[src/rtl/axil_pkg.sv]
// Shared definitions for the AXI-Lite master sequencer.
//   state_t      : controller states
//   OKAY/SLVERR  : AXI response codes used when classifying B/R responses
//   resp_is_err  : 1 when a response code is anything other than OKAY
package axil_pkg;

  typedef enum logic [2:0] {
    IDLE    = 3'd0,
    WR_REQ  = 3'd1,
    WR_RESP = 3'd2,
    RD_REQ  = 3'd3,
    RD_DATA = 3'd4,
    RSP     = 3'd5
  } state_t;

  localparam logic [1:0] OKAY   = 2'b00;
  localparam logic [1:0] SLVERR = 2'b10;

  function automatic logic resp_is_err(input logic [1:0] resp);
    return resp != OKAY;
  endfunction

endpackage

[src/rtl/axil_master_fsm.sv]
// Single-outstanding AXI-Lite master. A command (read or write) is accepted
// in IDLE, issued on the AXI-Lite channels, and its completion is returned
// on the response port.
// Ports:
//   m_axil_clk, m_axil_resetn : clock, synchronous active-low reset
//   cmd_*                     : command valid/ready handshake plus payload
//   rsp_*                     : response valid/ready handshake plus payload
//   m_axil_aw*/w*/b*/ar*/r*   : AXI-Lite master channels
//   wr_count, rd_count        : completed B / R handshakes (wrapping)
//   err_flag                  : sticky, set by any non-OKAY response
//
// state   | meaning
// IDLE    | waiting for a command; cmd_ready high
// WR_REQ  | AW and W outstanding, each dropped after its own handshake
// WR_RESP | both AW and W done; bready high, waiting for B
// RD_REQ  | AR outstanding
// RD_DATA | AR done; rready high, waiting for R
// RSP     | rsp_valid high, payload held until rsp_ready
module axil_master_fsm
  import axil_pkg::*;
#(
  parameter int ADDR_WIDTH = 32,
  parameter int DATA_WIDTH = 32
) (
  input  logic                    m_axil_clk,
  input  logic                    m_axil_resetn,
  input  logic                    cmd_valid,
  output logic                    cmd_ready,
  input  logic                    cmd_we,
  input  logic [ADDR_WIDTH-1:0]   cmd_addr,
  input  logic [DATA_WIDTH-1:0]   cmd_wdata,
  input  logic [DATA_WIDTH/8-1:0] cmd_wstrb,
  output logic                    rsp_valid,
  input  logic                    rsp_ready,
  output logic                    rsp_we,
  output logic [DATA_WIDTH-1:0]   rsp_rdata,
  output logic [1:0]              rsp_resp,
  output logic [ADDR_WIDTH-1:0]   m_axil_awaddr,
  output logic                    m_axil_awvalid,
  input  logic                    m_axil_awready,
  output logic [DATA_WIDTH-1:0]   m_axil_wdata,
  output logic [DATA_WIDTH/8-1:0] m_axil_wstrb,
  output logic                    m_axil_wvalid,
  input  logic                    m_axil_wready,
  input  logic [1:0]              m_axil_bresp,
  input  logic                    m_axil_bvalid,
  output logic                    m_axil_bready,
  output logic [ADDR_WIDTH-1:0]   m_axil_araddr,
  output logic                    m_axil_arvalid,
  input  logic                    m_axil_arready,
  input  logic [DATA_WIDTH-1:0]   m_axil_rdata,
  input  logic [1:0]              m_axil_rresp,
  input  logic                    m_axil_rvalid,
  output logic                    m_axil_rready,
  output logic [15:0]             wr_count,
  output logic [15:0]             rd_count,
  output logic                    err_flag
);

  state_t state_q, state_d;

  logic cmd_acc, aw_hs, w_hs, b_hs, ar_hs, r_hs, rsp_hs;

  // Handshakes are qualified by state, not by the comb ready outputs, so
  // the next-state logic below has no path back into itself.
  assign cmd_acc = cmd_valid && (state_q == IDLE);
  assign aw_hs   = m_axil_awvalid && m_axil_awready;
  assign w_hs    = m_axil_wvalid && m_axil_wready;
  assign ar_hs   = m_axil_arvalid && m_axil_arready;
  assign b_hs    = m_axil_bvalid && (state_q == WR_RESP);
  assign r_hs    = m_axil_rvalid && (state_q == RD_DATA);
  assign rsp_hs  = rsp_ready && (state_q == RSP);

  always_ff @(posedge m_axil_clk) begin
    if (!m_axil_resetn) state_q <= IDLE;
    else                state_q <= state_d;
  end

  always_comb begin
    state_d       = state_q;
    // gated by reset so cmd_ready stays low while reset is held
    cmd_ready     = m_axil_resetn && (state_q == IDLE);
    m_axil_bready = (state_q == WR_RESP);
    m_axil_rready = (state_q == RD_DATA);
    rsp_valid     = (state_q == RSP);
    case (state_q)
      IDLE:    if (cmd_acc) state_d = cmd_we ? WR_REQ : RD_REQ;
      // a channel is finished once its valid is low or handshaking now
      WR_REQ:  if ((!m_axil_awvalid || aw_hs) && (!m_axil_wvalid || w_hs))
                 state_d = WR_RESP;
      WR_RESP: if (b_hs)   state_d = RSP;
      RD_REQ:  if (ar_hs)  state_d = RD_DATA;
      RD_DATA: if (r_hs)   state_d = RSP;
      RSP:     if (rsp_hs) state_d = IDLE;
      default: state_d = IDLE;
    endcase
  end

  always_ff @(posedge m_axil_clk) begin
    if (!m_axil_resetn) begin
      m_axil_awaddr  <= '0;
      m_axil_awvalid <= 1'b0;
      m_axil_wdata   <= '0;
      m_axil_wstrb   <= '0;
      m_axil_wvalid  <= 1'b0;
      m_axil_araddr  <= '0;
      m_axil_arvalid <= 1'b0;
      rsp_we         <= 1'b0;
      rsp_rdata      <= '0;
      rsp_resp       <= OKAY;
      wr_count       <= '0;
      rd_count       <= '0;
      err_flag       <= 1'b0;
    end else begin
      if (cmd_acc) begin
        if (cmd_we) begin
          m_axil_awaddr  <= cmd_addr;
          m_axil_wdata   <= cmd_wdata;
          m_axil_wstrb   <= cmd_wstrb;
          m_axil_awvalid <= 1'b1;
          m_axil_wvalid  <= 1'b1;
        end else begin
          m_axil_araddr  <= cmd_addr;
          m_axil_arvalid <= 1'b1;
        end
      end
      if (aw_hs) m_axil_awvalid <= 1'b0;
      if (w_hs)  m_axil_wvalid  <= 1'b0;
      if (ar_hs) m_axil_arvalid <= 1'b0;
      if (b_hs) begin
        rsp_we    <= 1'b1;
        rsp_rdata <= '0;
        rsp_resp  <= m_axil_bresp;
        wr_count  <= wr_count + 16'd1;
        if (resp_is_err(m_axil_bresp)) err_flag <= 1'b1;
      end
      if (r_hs) begin
        rsp_we    <= 1'b0;
        rsp_rdata <= m_axil_rdata;
        rsp_resp  <= m_axil_rresp;
        rd_count  <= rd_count + 16'd1;
        if (resp_is_err(m_axil_rresp)) err_flag <= 1'b1;
      end
    end
  end

endmodule

[config.mk]
export PLATFORM = sky130hd
export DESIGN_NAME = axil_master_fsm
export DESIGN_NICKNAME = d
export VERILOG_FILES = /design/src/rtl/axil_pkg.sv /design/src/rtl/axil_master_fsm.sv
export SDC_FILE = /design/constraint.sdc
export NUM_CORES = 1
export LEC_CHECK = 0
export CORE_MARGIN = 2
export CORE_UTILIZATION = 45
export DETAILED_ROUTE_END_ITERATION = 8
export PLACE_DENSITY = 0.86
export REMOVE_ABC_BUFFERS = 1
export SLEW_MARGIN = 20
export SYNTH_ARGS = -nofsm -noshare
export SYNTH_HDL_FRONTEND = slang
export SYNTH_SLANG_ARGS = --single-unit
[constraint.sdc]
create_clock -name m_axil_clk -period 5.7 [get_ports m_axil_clk]
set_clock_uncertainty 0.2 [all_clocks]
set_input_delay 0.57 -clock m_axil_clk [delete_from_list [all_inputs] [get_ports m_axil_clk]]
set_output_delay 0.57 -clock m_axil_clk [all_outputs]
set_load 0.05 [all_outputs]
==> results.json, run 1 <==
{
  "worstHoldStart": "m_axil_wdata[0]$_SDFFE_PN0P_",
  "async_flop_share_pct": 0,
  "core_sq_um": 13900,
  "ys_warn_count": 0,
  "grt_pass1_wl_mm": 29.4,
  "final_layout_size_suffix_gt1_share_pct": 4.47,
  "hpwl_mm": 13.5,
  "fp-row-count": 43,
  "synth_edf_count": 0,
  "reg2regPathDepth": 5,
  "setup_ws_ns": 2.47,
  "leakage_uw": 0.00344,
  "hold_slack_ns": 0.253,
  "cts.sinks": 174,
  "avgSynthCellArea_sq_um": 8.25,
  "max_freq_mhz": 310,
  "numPortBuffers": 288,
  "synth_largest_area_cell": "dfxtp_1",
  "grtUsageTotal_pct": 24.9,
  "cts_tree": "built",
  "p_sw_uw": 1430,
  "drv_cap": 0,
  "crit_type": "in2out",
  "start_kind": "input pin",
  "crit_path_end_kind": "output pin",
  "min_period_over_period_pct": 56.6,
  "crit_path_start": "m_axil_resetn",
  "cp_common_cell": "clkdlybuf4s50_1",
  "die_x_microns": 123,
  "synth_seq_cells": 174,
  "r2r_end": "m_axil_wdata[2]$_SDFFE_PN0P_",
  "cts_buffer_depth": 2,
  "setup_violations": 0,
  "path_max_fanout": 12,
  "seqPwrFrac_pct": 37.2,
  "report.final.hold_viol_count": 0,
  "postLayoutCellArea_sq_um": 9970,
  "overflow": 0,
  "worstPathRequired_ns": 4.93,
  "ir_drop_mv": 0.245,
  "max_slew_margin_pct": 37.6,
  "syn_area_sq_um": 6410,
  "swShare_pct": 36.8,
  "clkTransAtPathRegs_ns": 0.06,
  "die_area_sq_um": 15200,
  "clock_latency_ns": 0.42,
  "root_buffer": "clkbuf_16",
  "rsz0062_at_grt": "no",
  "synth_cells": 777,
  "synth_area_leaders": "dfxtp_1 (54%), nand2_1 (13%), a21oi_1 (8.7%)",
  "cpMaxStageDelayCell": "clkdlybuf4s50_1",
  "synth_top_area_share_pct": 54.4,
  "dpl_worst_slack_ns": 2.49,
  "worst_pin_slew_ns": 0.937,
  "cp-endpoint": "cmd_ready",
  "num_vias": 6392,
  "antenna_cells": 0,
  "via_per_inst": 5.19,
  "yosysUniqueCellTypes": 43,
  "initial_core_util_pct": 46.2,
  "cp.arrival_ns": 2.46,
  "min_path_type": "reg2reg",
  "post_dp_cell_area_sq_um": 9380,
  "grt_pass1_vias": 5888,
  "layout.nets": 1155,
  "slowest_delay_ns": 0.84,
  "ys_seq_area_share_pct": 54.4,
  "synth_top_flop_cell": "dfxtp_1",
  "status": "completed",
  "timing.rr.start": "state_q[0]$_SDFFE_PN0P_",
  "path_cells": "clkdlybuf4s50_1 > and2_1 > clkdlybuf4s50_1",
  "wire_per_inst_microns": 15.8,
  "cts_setup_buffers": 0,
  "r2r_slack_ns": 2.89,
  "synthTopCellsByCount": "nand2_1 (227), dfxtp_1 (174), a21oi_1 (112)",
  "p_clk_share_pct": 29.3,
  "antenna_found_initial": 0,
  "first_pass_iters": 5,
  "drc": 0,
  "fin_crit_ns": 3.23,
  "fin_setup_tns_ns": 0,
  "pwr-share-comb_pct": 33.5,
  "drtAntennaViolNets": 0,
  "place.gp.congestion": 0.837,
  "io_pins": 289,
  "htree_levels": 4,
  "intPower_uw": 2460,
  "die_h_microns": 123,
  "first_iter_violations": 444,
  "total_power_uw": 3890,
  "cts_resized": 0,
  "p_per_area_nw_per_um2": 391,
  "yosysMostFrequentCell": "nand2_1",
  "cts-buffers-inserted": 17,
  "hold_buffers": 0,
  "maxSlewViolCount": 0,
  "wirelength_mm": 19.5,
  "grt_max_degree": 76,
  "synthToLayoutAreaGrowth_pct": 55.6
}
==> logic make-up after synthesis <==
family | synth area share [%]
AND/OR/NAND/NOR | 23.5
adder cells (fa/ha/maj) | 0.390
buffers and inverters | 3.67
AO/OA/AOI/OAI | 15.1
flip-flops | 54.4
XOR/XNOR | 2.46
multiplexers | 0.488
==> registers in the layout, indices dropped and copies added, names as in the netlist <==
| signal | cells |
|---|---|
| err_flag | 1 |
| m_axil_araddr | 32 |
| m_axil_arvalid | 1 |
| m_axil_awaddr | 32 |
| m_axil_awvalid | 1 |
| m_axil_wdata | 32 |
| m_axil_wstrb | 4 |
| m_axil_wvalid | 1 |
| rd_count | 16 |
| rsp_rdata | 32 |
| rsp_resp | 2 |
| rsp_we | 1 |
| state_q | 3 |
| wr_count | 16 |
==> worst max-delay path, delay by kind of cell <==
kind                   cells  cell delay (ns)
buffers and inverters      2             1.67
and+or+nand+nor            1             0.21
==> cell type report <==
cell class	count	area, sq um
timing repair buffer	297	2950
clock inverter	8	78.8
fill	1042	3910
tap	180	225
sequential	174	3480
multi-input combinational	544	2700
clock buffer	24	512
inverter	5	21.3
==> worst min-delay path by stage <==
stage                                                end  slack [ns]  depth (start not counted)
after CTS                  m_axil_wdata[12]$_SDFFE_PN0P_        0.25                          2
after floorplan                  state_q[0]$_SDFFE_PN0P_        0.38                          2
after global placement     m_axil_awaddr[2]$_SDFFE_PN0P_        0.24                          2
after global routing       m_axil_wdata[20]$_SDFFE_PN0P_        0.27                          2
after detailed placement  m_axil_araddr[24]$_SDFFE_PN0P_        0.25                          2
final                       m_axil_wdata[0]$_SDFFE_PN0P_        0.25                          2
==> placed cells by master, fill, tap and decap left out, types with 9 or more instances in the layout <==
cell,count
xnor2_1,9
xor2_1,9
nand2_1,227
clkbuf_16,17
nor2_1,60
dfxtp_1,174
nand3_1,10
buf_4,9
clkdlybuf4s50_1,288
a21oi_1,112
a22oi_1,32
==> metal layers <==
| layer | track usage [%] | wire length, microns | vias to the layer above |
|---|---|---|---|
| li1 | - | - | 3126 |
| met1 | 28.3 | 7510 | 2964 |
| met2 | 42.1 | 9720 | 251 |
| met3 | 7.66 | 1460 | 51 |
| met4 | 12.6 | 775 | 0 |
| met5 | 0 | 0 | - |
==> power by group through the flow <==
stage               clock [uW]  combinational [uW]  sequential (uW)
finish                    1140                1300             1450
global route              1210                1380             1470
CTS                       1160                1310             1450
detailed placement           0                1300             1470
global placement             0                1290             1460
floorplan                    0                 378             1900
==> through the flow <==
stage / util [%] / cells
after CTS: 71.8 / 1232
after floorplan: - / 723
after global routing: 71.8 / 1232
after detailed placement: 67.6 / 1200
final: 71.8 / 1232
after global placement: 67.6 / 1200
No activity file was read; power rests on OpenSTA's default activity.
==> run 2: changes to the inputs <==
--- a/config.mk
+++ b/config.mk
@@ -6,9 +6,9 @@
 export NUM_CORES = 1
 export LEC_CHECK = 0
 export CORE_MARGIN = 2
-export CORE_UTILIZATION = 45
+export CORE_UTILIZATION = 42
 export DETAILED_ROUTE_END_ITERATION = 8
-export PLACE_DENSITY = 0.86
+export PLACE_DENSITY = 0.81
 export REMOVE_ABC_BUFFERS = 1
 export SLEW_MARGIN = 20
 export SYNTH_ARGS = -nofsm -noshare
==> constraint.sdc (replaced) <==
create_clock -name m_axil_clk -period 3.34 [get_ports m_axil_clk]
set_clock_uncertainty 0.2 [all_clocks]
set_input_delay 0.334 -clock m_axil_clk [delete_from_list [all_inputs] [get_ports m_axil_clk]]
set_output_delay 0.334 -clock m_axil_clk [all_outputs]
set_load 0.05 [all_outputs]
==> run 2 against run 1 <==
  * First-iteration DRC count shrank 19%
  * Wire length rose by 0.99%
  * Count of clock-buffer cells in the layout down 2
  * Sequential power rose by 69%
  * Combinational power is 75% higher
  * Hold slack about the same
  * Total power increased by 72%
  * Setup slack worse by 2.1 ns
  * Die area increased by 6.9%
  * Clock power rose by 70%
  * Highest routed layer unchanged
==> results.json, run 2 (synthesized netlist as in run 1, its figures left out) <==
{
  "maxSlewViolCount": 0,
  "wirelength_met1_mm": 7.98,
  "worst_pin_slew_ns": 0.825,
  "hold_path_depth": 2,
  "first_iter_violations": 358,
  "overflow": 0,
  "cts_tree": "built",
  "drc": 0,
  "max_slew_margin_pct": 45.0,
  "clock_latency_ns": 0.42,
  "postLayoutCellArea_sq_um": 10000,
  "fin_setup_tns_ns": 0,
  "ir_drop_mv": 0.392,
  "hold_buffers": 0,
  "drtAntennaViolNets": 0,
  "met2_length_mm": 9.62,
  "via_per_inst": 5.11,
  "p_per_area_nw_per_um2": 666,
  "first_pass_iters": 5,
  "grtUsageTotal_pct": 23.4,
  "drv_cap": 0,
  "cts.sinks": 174,
  "report.final.hold_viol_count": 0,
  "grt_pass1_vias": 6006,
  "cts-buffers-inserted": 17,
  "dpl_worst_slack_ns": 0.834,
  "post_dp_cell_area_sq_um": 9450,
  "max_freq_mhz": 342,
  "final_layout_size_suffix_gt1_share_pct": 4.73,
  "root_buffer": "clkbuf_16",
  "reg2regPathDepth": 6,
  "status": "completed",
  "fin_crit_ns": 2.93,
  "start_kind": "flip-flop",
  "setup_ws_ns": 0.414,
  "dr_wl_met3_mm": 1.50,
  "die_h_microns": 128,
  "dr.max_layer_used": "met4",
  "num_vias": 6362,
  "clkTransAtPathRegs_ns": 0.06,
  "io_pins": 289,
  "antenna_cells": 0,
  "layout_common_cells": "clkdlybuf4s50_1 (288), nand2_1 (227), dfxtp_1 (174)",
  "layout_commonest_cell": "clkdlybuf4s50_1",
  "fp-row-count": 45,
  "wire_per_inst_microns": 15.8,
  "initial_core_util_pct": 42.6,
  "crit_path_end_kind": "output pin",
  "min_period_over_period_pct": 87.6,
  "hold_slack_ns": 0.253,
  "rsz0062_at_grt": "no",
  "die_area_sq_um": 16300,
  "cts_buffer_depth": 2,
  "worstPathRequired_ns": 2.81,
  "cts_setup_buffers": 0,
  "numPortBuffers": 288,
  "crit_type": "reg2out",
  "layout.nets": 1160,
  "htree_levels": 4,
  "core_sq_um": 15000,
  "cts_resized": 0,
  "wirelength_mm": 19.7,
  "place.gp.congestion": 0.787,
  "path_max_fanout": 13,
  "cp.arrival_ns": 2.39,
  "antenna_found_initial": 0,
  "leakage_uw": 0.00346,
  "grt_max_degree": 81,
  "grt_pass1_wl_mm": 30.5,
  "min_path_type": "reg2reg",
  "synthToLayoutAreaGrowth_pct": 56.5,
  "die_x_microns": 128,
  "setup_violations": 0,
  "hpwl_mm": 13.4
}
run 2: changes by cell type in the layout (fill, tap and decap cells not counted), sizes merged:
cell      before  now
clkbuf        24   22
clkinvlp       4    3
buf            9   14
clkinv         2    4
bufinv         1    2
run 2: area by class of cell:
type / count / area, sq um
Multi-Input combinational cell: 544 / 2700
Tap cell: 188 / 235
Inverter: 5 / 21.3
Timing Repair Buffer: 302 / 3010
Fill cell: 1251 / 5010
Sequential cell: 174 / 3480
Clock buffer: 22 / 464
Clock inverter: 10 / 111
run 2: power by group:
| part | internal, uW | switching, uW |
|---|---|---|
| clock | 1140 | 804 |
| sequential | 2310 | 146 |
| combinational | 770 | 1510 |
run 2: per-layer routing:
| metal | global-route usage [%] | vias to the layer above |
|---|---|---|
| met1 | 27.4 | 2963 |
| met2 | 39.8 | 228 |
| met4 | 8.73 | 0 |
| li1 | - | 3139 |
| met3 | 7.91 | 32 |
| met5 | 0 | - |
run 2: worst paths after layout:
path                             startpoint                              to  slack (ns)
max reg2reg         state_q[2]$_SDFFE_PN0P_      rsp_rdata[24]$_SDFFE_PN0P_        1.03
min          m_axil_araddr[23]$_SDFFE_PN0P_  m_axil_araddr[23]$_SDFFE_PN0P_        0.25
max                 state_q[2]$_SDFFE_PN0P_                       cmd_ready        0.41
min reg2reg  m_axil_araddr[23]$_SDFFE_PN0P_  m_axil_araddr[23]$_SDFFE_PN0P_        0.25
run 2: stage by stage:
step	utilization, %	cells	total power, uW
CTS	66.7	1245	6710
detailed placement	62.9	1213	4780
global route	66.7	1245	6970
finish	66.7	1245	6680
floorplan	-	723	3880
global placement	62.9	1213	4750
run 2: worst max-delay path: stages (launching register included):
cell and delay, ns:
dfxtp_1 0.43, nor3_1 0.46, and2_1 0.27, clkdlybuf4s50_1 0.82
